[src/rtl/frame_update_ctrl_pkg.sv]
// Shared constants and types for the tile display path.
// The tile-grid geometry and VGA vertical timing live here so that the
// VGA timing block and the frame update controller agree on them.
package frame_update_ctrl_pkg;

    // Display grid: 640x480 pixels split into 16x16 tiles.
    localparam int TILE_PX       = 16;
    localparam int GRID_W        = 40;
    localparam int GRID_H        = 30;
    localparam int TILES         = GRID_W * GRID_H;

    // VGA vertical timing, in lines.
    localparam int V_DISPLAY     = 480;
    localparam int V_FRONT_PORCH = 10;
    localparam int V_SYNC_PULSE  = 2;
    localparam int V_BACK_PORCH  = 33;
    localparam int V_TOTAL       = V_DISPLAY + V_FRONT_PORCH + V_SYNC_PULSE + V_BACK_PORCH;

    // Pending-write entry: {value, tile index}.
    localparam int IDX_W   = 11;
    localparam int ENTRY_W = IDX_W + 1;

    typedef struct packed {
        logic             value;
        logic [IDX_W-1:0] index;
    } entry_t;

    typedef enum logic [1:0] {
        ST_IDLE   = 2'd0,
        ST_CLEAR  = 2'd1,
        ST_COMMIT = 2'd2
    } state_e;

endpackage

[src/rtl/tile_write_fifo.sv]
// Pending tile-write queue: synchronous FIFO with full/empty flags.
// Ports:
//   clk, reset   - clock, synchronous active-high reset (empties the queue)
//   push, din    - write an entry (ignored when full)
//   pop, dout    - drop the head entry (ignored when empty); dout shows the head
//   full, empty  - occupancy flags, decoded from the registered count only
// DEPTH must be a power of two so the pointers wrap naturally.
module tile_write_fifo
    import frame_update_ctrl_pkg::*;
#(
    parameter int DEPTH = 8,
    parameter int WIDTH = ENTRY_W
) (
    input  logic             clk,
    input  logic             reset,
    input  logic             push,
    input  logic [WIDTH-1:0] din,
    input  logic             pop,
    output logic [WIDTH-1:0] dout,
    output logic             full,
    output logic             empty
);

    localparam int AW = (DEPTH > 1) ? $clog2(DEPTH) : 1;

    logic [WIDTH-1:0] mem_q [DEPTH];
    logic [AW-1:0]    wr_ptr_q, wr_ptr_d;
    logic [AW-1:0]    rd_ptr_q, rd_ptr_d;
    logic [AW:0]      count_q, count_d;
    logic             do_push, do_pop;

    assign full    = (count_q == (AW+1)'(DEPTH));
    assign empty   = (count_q == '0);
    // A push while full is refused even if a pop frees a slot this cycle.
    assign do_push = push & ~full;
    assign do_pop  = pop & ~empty;
    assign dout    = mem_q[rd_ptr_q];

    always_comb begin
        wr_ptr_d = wr_ptr_q + AW'(do_push);
        rd_ptr_d = rd_ptr_q + AW'(do_pop);
        count_d  = count_q + (AW+1)'(do_push) - (AW+1)'(do_pop);
    end

    always_ff @(posedge clk) begin
        if (reset) begin
            wr_ptr_q <= '0;
            rd_ptr_q <= '0;
            count_q  <= '0;
        end else begin
            wr_ptr_q <= wr_ptr_d;
            rd_ptr_q <= rd_ptr_d;
            count_q  <= count_d;
        end
    end

    // Storage needs no reset; only the pointers define validity.
    always_ff @(posedge clk) begin
        if (do_push) begin
            mem_q[wr_ptr_q] <= din;
        end
    end

endmodule

[src/rtl/frame_update_ctrl.sv]
// Frame update controller: queues tile writes from a requester and applies
// them to the displayed tile bitmap only during vertical blanking, so the
// picture never tears mid-frame. A clear request blanks the whole bitmap at
// the next blanking interval, before any queued writes are applied.
// Ports:
//   clk, reset        - clock, synchronous active-high reset
//   v_position        - current line from the VGA timing block
//   wr_valid/wr_ready - tile write handshake; wr_index/wr_value carry it
//   clear_req         - single-cycle request to blank all tiles
//   frame_data        - tile bitmap to the VGA data input
//   busy              - queue non-empty or clear pending
//   vblank_start      - one-cycle pulse on entry to vertical blanking
//   index_err         - one-cycle pulse when an out-of-range entry is dropped
//   dbg_state         - controller FSM state, for observation only
// Handshake: a write transfers on a rising edge where wr_valid and wr_ready
// are both high. wr_valid may be raised without waiting for wr_ready, must
// hold its payload until the transfer, and wr_ready never depends on wr_valid.
module frame_update_ctrl
    import frame_update_ctrl_pkg::*;
#(
    parameter int TILES              = frame_update_ctrl_pkg::TILES,
    parameter int FIFO_DEPTH         = 8,
    parameter int V_DISPLAY_INTERVAL = frame_update_ctrl_pkg::V_DISPLAY
) (
    input  logic             clk,
    input  logic             reset,
    input  logic [10:0]      v_position,
    input  logic             wr_valid,
    output logic             wr_ready,
    input  logic [10:0]      wr_index,
    input  logic             wr_value,
    input  logic             clear_req,
    output logic [TILES-1:0] frame_data,
    output logic             busy,
    output logic             vblank_start,
    output logic             index_err,
    output state_e           dbg_state
);

    state_e           state_q, state_d;
    logic             clear_pend_q, clear_pend_d;
    logic             vblank_q, vblank;
    logic [TILES-1:0] frame_data_q, frame_data_d;
    logic             index_err_c;

    logic             fifo_push, fifo_pop, fifo_full, fifo_empty;
    entry_t           fifo_din, fifo_dout;

    assign vblank    = (32'(v_position) >= V_DISPLAY_INTERVAL);

    // Held low through reset so nothing is accepted into a queue being flushed.
    assign wr_ready  = ~fifo_full & ~reset;
    assign fifo_push = wr_valid & wr_ready;
    assign fifo_din  = '{value: wr_value, index: wr_index};

    tile_write_fifo #(
        .DEPTH (FIFO_DEPTH),
        .WIDTH (ENTRY_W)
    ) u_fifo (
        .clk   (clk),
        .reset (reset),
        .push  (fifo_push),
        .din   (fifo_din),
        .pop   (fifo_pop),
        .dout  (fifo_dout),
        .full  (fifo_full),
        .empty (fifo_empty)
    );

    always_comb begin
        state_d      = state_q;
        clear_pend_d = clear_pend_q | clear_req;
        frame_data_d = frame_data_q;
        fifo_pop     = 1'b0;
        index_err_c  = 1'b0;
        case (state_q)
            ST_IDLE: begin
                if (vblank && clear_pend_q) begin
                    state_d = ST_CLEAR;
                end else if (vblank && !fifo_empty) begin
                    state_d = ST_COMMIT;
                end
            end
            ST_CLEAR: begin
                // Reached only from a blanking line, so vblank_q is high here.
                // A clear_req arriving this cycle is absorbed by this clear.
                frame_data_d = '0;
                clear_pend_d = 1'b0;
                state_d      = fifo_empty ? ST_IDLE : ST_COMMIT;
            end
            ST_COMMIT: begin
                if (!vblank || fifo_empty) begin
                    state_d = ST_IDLE;
                end else if (vblank_q) begin
                    fifo_pop = 1'b1;
                    if (32'(fifo_dout.index) < TILES) begin
                        frame_data_d[fifo_dout.index] = fifo_dout.value;
                    end else begin
                        index_err_c = 1'b1;
                    end
                end
            end
            default: state_d = ST_IDLE;
        endcase
    end

    always_ff @(posedge clk) begin
        if (reset) begin
            state_q      <= ST_IDLE;
            clear_pend_q <= 1'b0;
            vblank_q     <= 1'b0;
            frame_data_q <= '0;
        end else begin
            state_q      <= state_d;
            clear_pend_q <= clear_pend_d;
            vblank_q     <= vblank;
            frame_data_q <= frame_data_d;
        end
    end

    assign frame_data   = frame_data_q;
    assign busy         = (~fifo_empty | clear_pend_q) & ~reset;
    assign vblank_start = vblank & ~vblank_q & ~reset;
    assign index_err    = index_err_c & ~reset;
    assign dbg_state    = state_q;

endmodule

[config.mk]
export PLATFORM = sky130hd
export DESIGN_NAME = frame_update_ctrl
export DESIGN_NICKNAME = d
export VERILOG_FILES = /design/src/rtl/frame_update_ctrl_pkg.sv /design/src/rtl/tile_write_fifo.sv /design/src/rtl/frame_update_ctrl.sv
export SDC_FILE = /design/constraint.sdc
export NUM_CORES = 2
export LEC_CHECK = 0
export CAP_MARGIN = 20
export CELL_PAD_IN_SITES_DETAIL_PLACEMENT = 0
export CELL_PAD_IN_SITES_GLOBAL_PLACEMENT = 1
export CORE_AREA = 5 5 481 483
export DETAILED_ROUTE_END_ITERATION = 8
export DIE_AREA = 0 0 486 488
export PLACE_DENSITY = 0.66
export SLEW_MARGIN = 0
export SYNTH_ARGS = -nofsm -noshare
export SYNTH_HDL_FRONTEND = slang
export SYNTH_SLANG_ARGS = --single-unit
[constraint.sdc]
create_clock -name clk -period 3.1 [get_ports clk]
set_input_delay 0.775 -clock clk [delete_from_list [all_inputs] [get_ports clk]]
set_output_delay 0.775 -clock clk [all_outputs]
set_load 0.01 [all_outputs]
==> metrics.txt <==
post-synthesis cell count=6950; gr busiest metal=met2; critical setup path kind=reg -> out; Hold Path Class=in -> reg; Synth area leaders=dfxtp_1 39%, o2111ai_1 11%, o221ai_1 11%, nand2_1 6.7%, o32ai_1 6.1%; first-pass GRT wire length=496000 um; number of max-cap violations=0; achievable frequency=283 MHz; Internal=0.0296 W; Die Area=0.237 sq mm; Worst path slowest cell=mux4_2; number of unique standard cell types used by synthesis=48; antenna-violating nets left=0; share of layout cells above drive strength 1=12.7%; Layout area overhead=41.9%; main combinational cell family by area after synthesis=compound AO/OA/AOI/OAI gates; Post-Syn Area=0.0616 sq mm; Placer Congestion=0.871; Switching Power=0.0130 W; Max VDD drop=0.382 mV; HPWL after DPL=238000 um; synthesized net count=6988; worst path arrival time=2.76 ns; post-place setup slack=-0.386 ns; WHS=0.127 ns; mux cell area share after synthesis=1.20%; largest net degree at the start of global routing=143; Routed Wire Length=369000 um; row count=175; switching part of the total=30.5%; drt first pass iters=8; crit-path cells=buf_6 > mux4_2 > mux2_4 > a21oi_4 > o21ai_2 > nand2_2 > nor3_2 > buf_2; Post-synth ARST share=0%; Core Util, Final=38.6%; post-synthesis adder-cell area fraction=0.236%; Ports=1233; Slew @ Worst Pin=0.969 ns; Min-Delay Path Depth=2; met1 usage=35.8%; core area=0.226 sq mm; WP data required=2.32 ns; Final setup viols=2; max incr delay on CP=0.50 ns; Initial Utilization=27.2%; ys flop type=dfxtp_1; max-slew violations=0; Via density=6.26; routed via count=69000; delay-heaviest family, CP=multiplexers; RSZ-0062 raised after global routing=yes; clock root cell=clkbuf_16; Seq pwr share=40.2%; die width=486 um; initial antenna violation count=27; Worst Reg-to-Reg Cells=12; period utilization=114%; reg2reg end=frame_data[105]; Leak=26.3 nW; CP max FO=5; CP Buf/Inv Count=2; Max Root-Sink Buffers=3; Layout Nets=7911; clk sinks=1310; EDFF count, synth=96; Cell Pwr Density=487 mW/mm^2; clk_lat worst skew=0.86 ns; Fin. Hold Viols=0; Seq cells post-synth=1310; GRT Total Usage=28.4%; TritonCTS clock tree=yes; commonest non-fill, non-tap cell in the layout=clkdlybuf4s50_1; Final Skew=0.0567 ns; Clock Pin Slew Worst Setup and Hold Paths=0.06 ns; drt drc=0; status=finished with violations; CP Launch Type=flip-flop; post-synthesis sequential area ratio=44.1%; initial DRC count=8889; met2 GRT Util=44.0%; vias in the first global route=63900; Final min period=3.53 ns; Rel. slew slack=35.4%; Hold EP=vblank_q; compound-gate portion of the synthesized area=31.7%; Die Height=488 um; worst r2r src=u_fifo.rd_ptr_q[0]; cts bufs inserted=153; most frequent cells in the layout=1223 x clkdlybuf4s50_1, 1211 x dfxtp_1, 1043 x nand2_1, 756 x o2111ai_1, 748 x o221ai_1; reg2reg setup slack=0.05 ns; final worst slack=-0.433 ns; fillers=22300; Routed WL per cell=33.5 um; Syn Area/Cell=8.86 sq um; Comb pwr share=14.8%; Syn. warnings=0; failing checks=negative setup slack; crit path capture type=output port; H-tree levels=4; GRT Residual Overflow=0; routing usage on met3=7.15%; Port-buffer cells=1227; Post-Synth Simple-Gate Area=12.6%; top-area cell type share of the netlist area=39.4%; Hold Crit Start=reset; hold_buf cts=0; power consumption=0.0425 W; xor and xnor area share after synthesis=0.0569%; Clock Power Share=45.0%; area leader, netlist=dfxtp_1
## routing by layer
metal / wire, um / share of wire [%]
met5: 112 / 0.030
met3: 37200 / 10
met4: 24800 / 6.7
met2: 164000 / 44
met1: 143000 / 39
## state kept, by name, indices dropped and copies added (netlist names)
register / flops
clear_pend_q: 1
frame_data: 1200
u_fifo.rd_ptr_q: 3
u_fifo.mem_q: 96
dbg_state: 2
u_fifo.count_q: 4
u_fifo.wr_ptr_q: 3
vblank_q: 1
## cell usage after synthesis, types with 2 or more instances
cell       number
dfxtp_1      1214
nand2_1      1105
o2111ai_1     768
o221ai_1      768
clkbuf_1      597
inv_1         441
a21oi_1       435
nand4_1       434
o32ai_1       432
buf_2         316
edfxtp_1       96
buf_1          62
buf_4          34
nand3_1        27
and2_1         25
and3_1         25
mux4_2         20
mux2i_1        19
clkbuf_2       15
nor2_1         14
buf_6          11
ha_1           10
mux2_2          9
nor2b_1         9
nor3_1          9
nor3_4          8
nand2b_1        7
nand2_2         6
nor3_2          4
xnor2_1         4
o21ai_0         3
a22oi_1         2
a41oi_1         2
nand3_2         2
nor2_2          2
nor2_4          2
nor3b_1         2
## cells by family after synthesis
kind of cell | after synthesis
xor gates and xnor gates | 4
buffers and inverters | 1477
adders and majority gates | 11
DFF | 1310
and+or+nand+nor | 1682
muxes | 48
AOI/OAI and AO/OA | 2418
## power groups by stage
stage / sequential [W] / clock [W] / combinational [W]
floorplan: 0.0175 / 0 / 0.00308
global placement: 0.0175 / 0 / 0.00568
detailed placement: 0.0175 / 0 / 0.00574
CTS: 0.0171 / 0.0193 / 0.00585
global route: 0.0171 / 0.0200 / 0.00649
finish: 0.0171 / 0.0192 / 0.00630
## metrics by stage
stage / instance area [sq um] / setup TNS (ns) / cells
after floorplan: 61600 / 0 / 6950
after global placement: 80300 / -245.33 / 10700
after detailed placement: 80300 / -267.28 / 10700
after CTS: 85900 / -0.790 / 11000
after global routing: 87400 / -1.10 / 11000
final: 87400 / -0.634 / 11000
## worst max-delay path by stage
stage,startpoint,end,cells past startpoint
6_report,u_fifo.rd_ptr_q[0],index_err,8
5_1_grt,u_fifo.rd_ptr_q[0],index_err,8
4_1_cts,u_fifo.rd_ptr_q[0],index_err,8
3_5_place_dp,v_position[8],index_err,5
3_3_place_gp,v_position[6],index_err,5
2_1_floorplan,reset,u_fifo.mem_q[0][0],5
## final cells by class
class / count / area (sq um) / area share (%)
flip-flops and latches: 1310 / 27200 / 31.1
multi-input cells: 4165 / 29100 / 33.2
diodes: 6 / 15.0 / 0.0172
well taps: 3009 / 3760 / 4.31
inverters: 442 / 1670 / 1.91
repair buffers: 1801 / 20500 / 23.4
clock buffers: 230 / 4460 / 5.10
clock inverters: 54 / 811 / 0.927
## repair_timing
action                      CTS  global route
gates resized for setup      38           131
setup endpoints to repair  1100           654
setup buffers                17            21
cloned                        2            27
pin swaps                    10            15
Power figures use the tool's default switching activity.
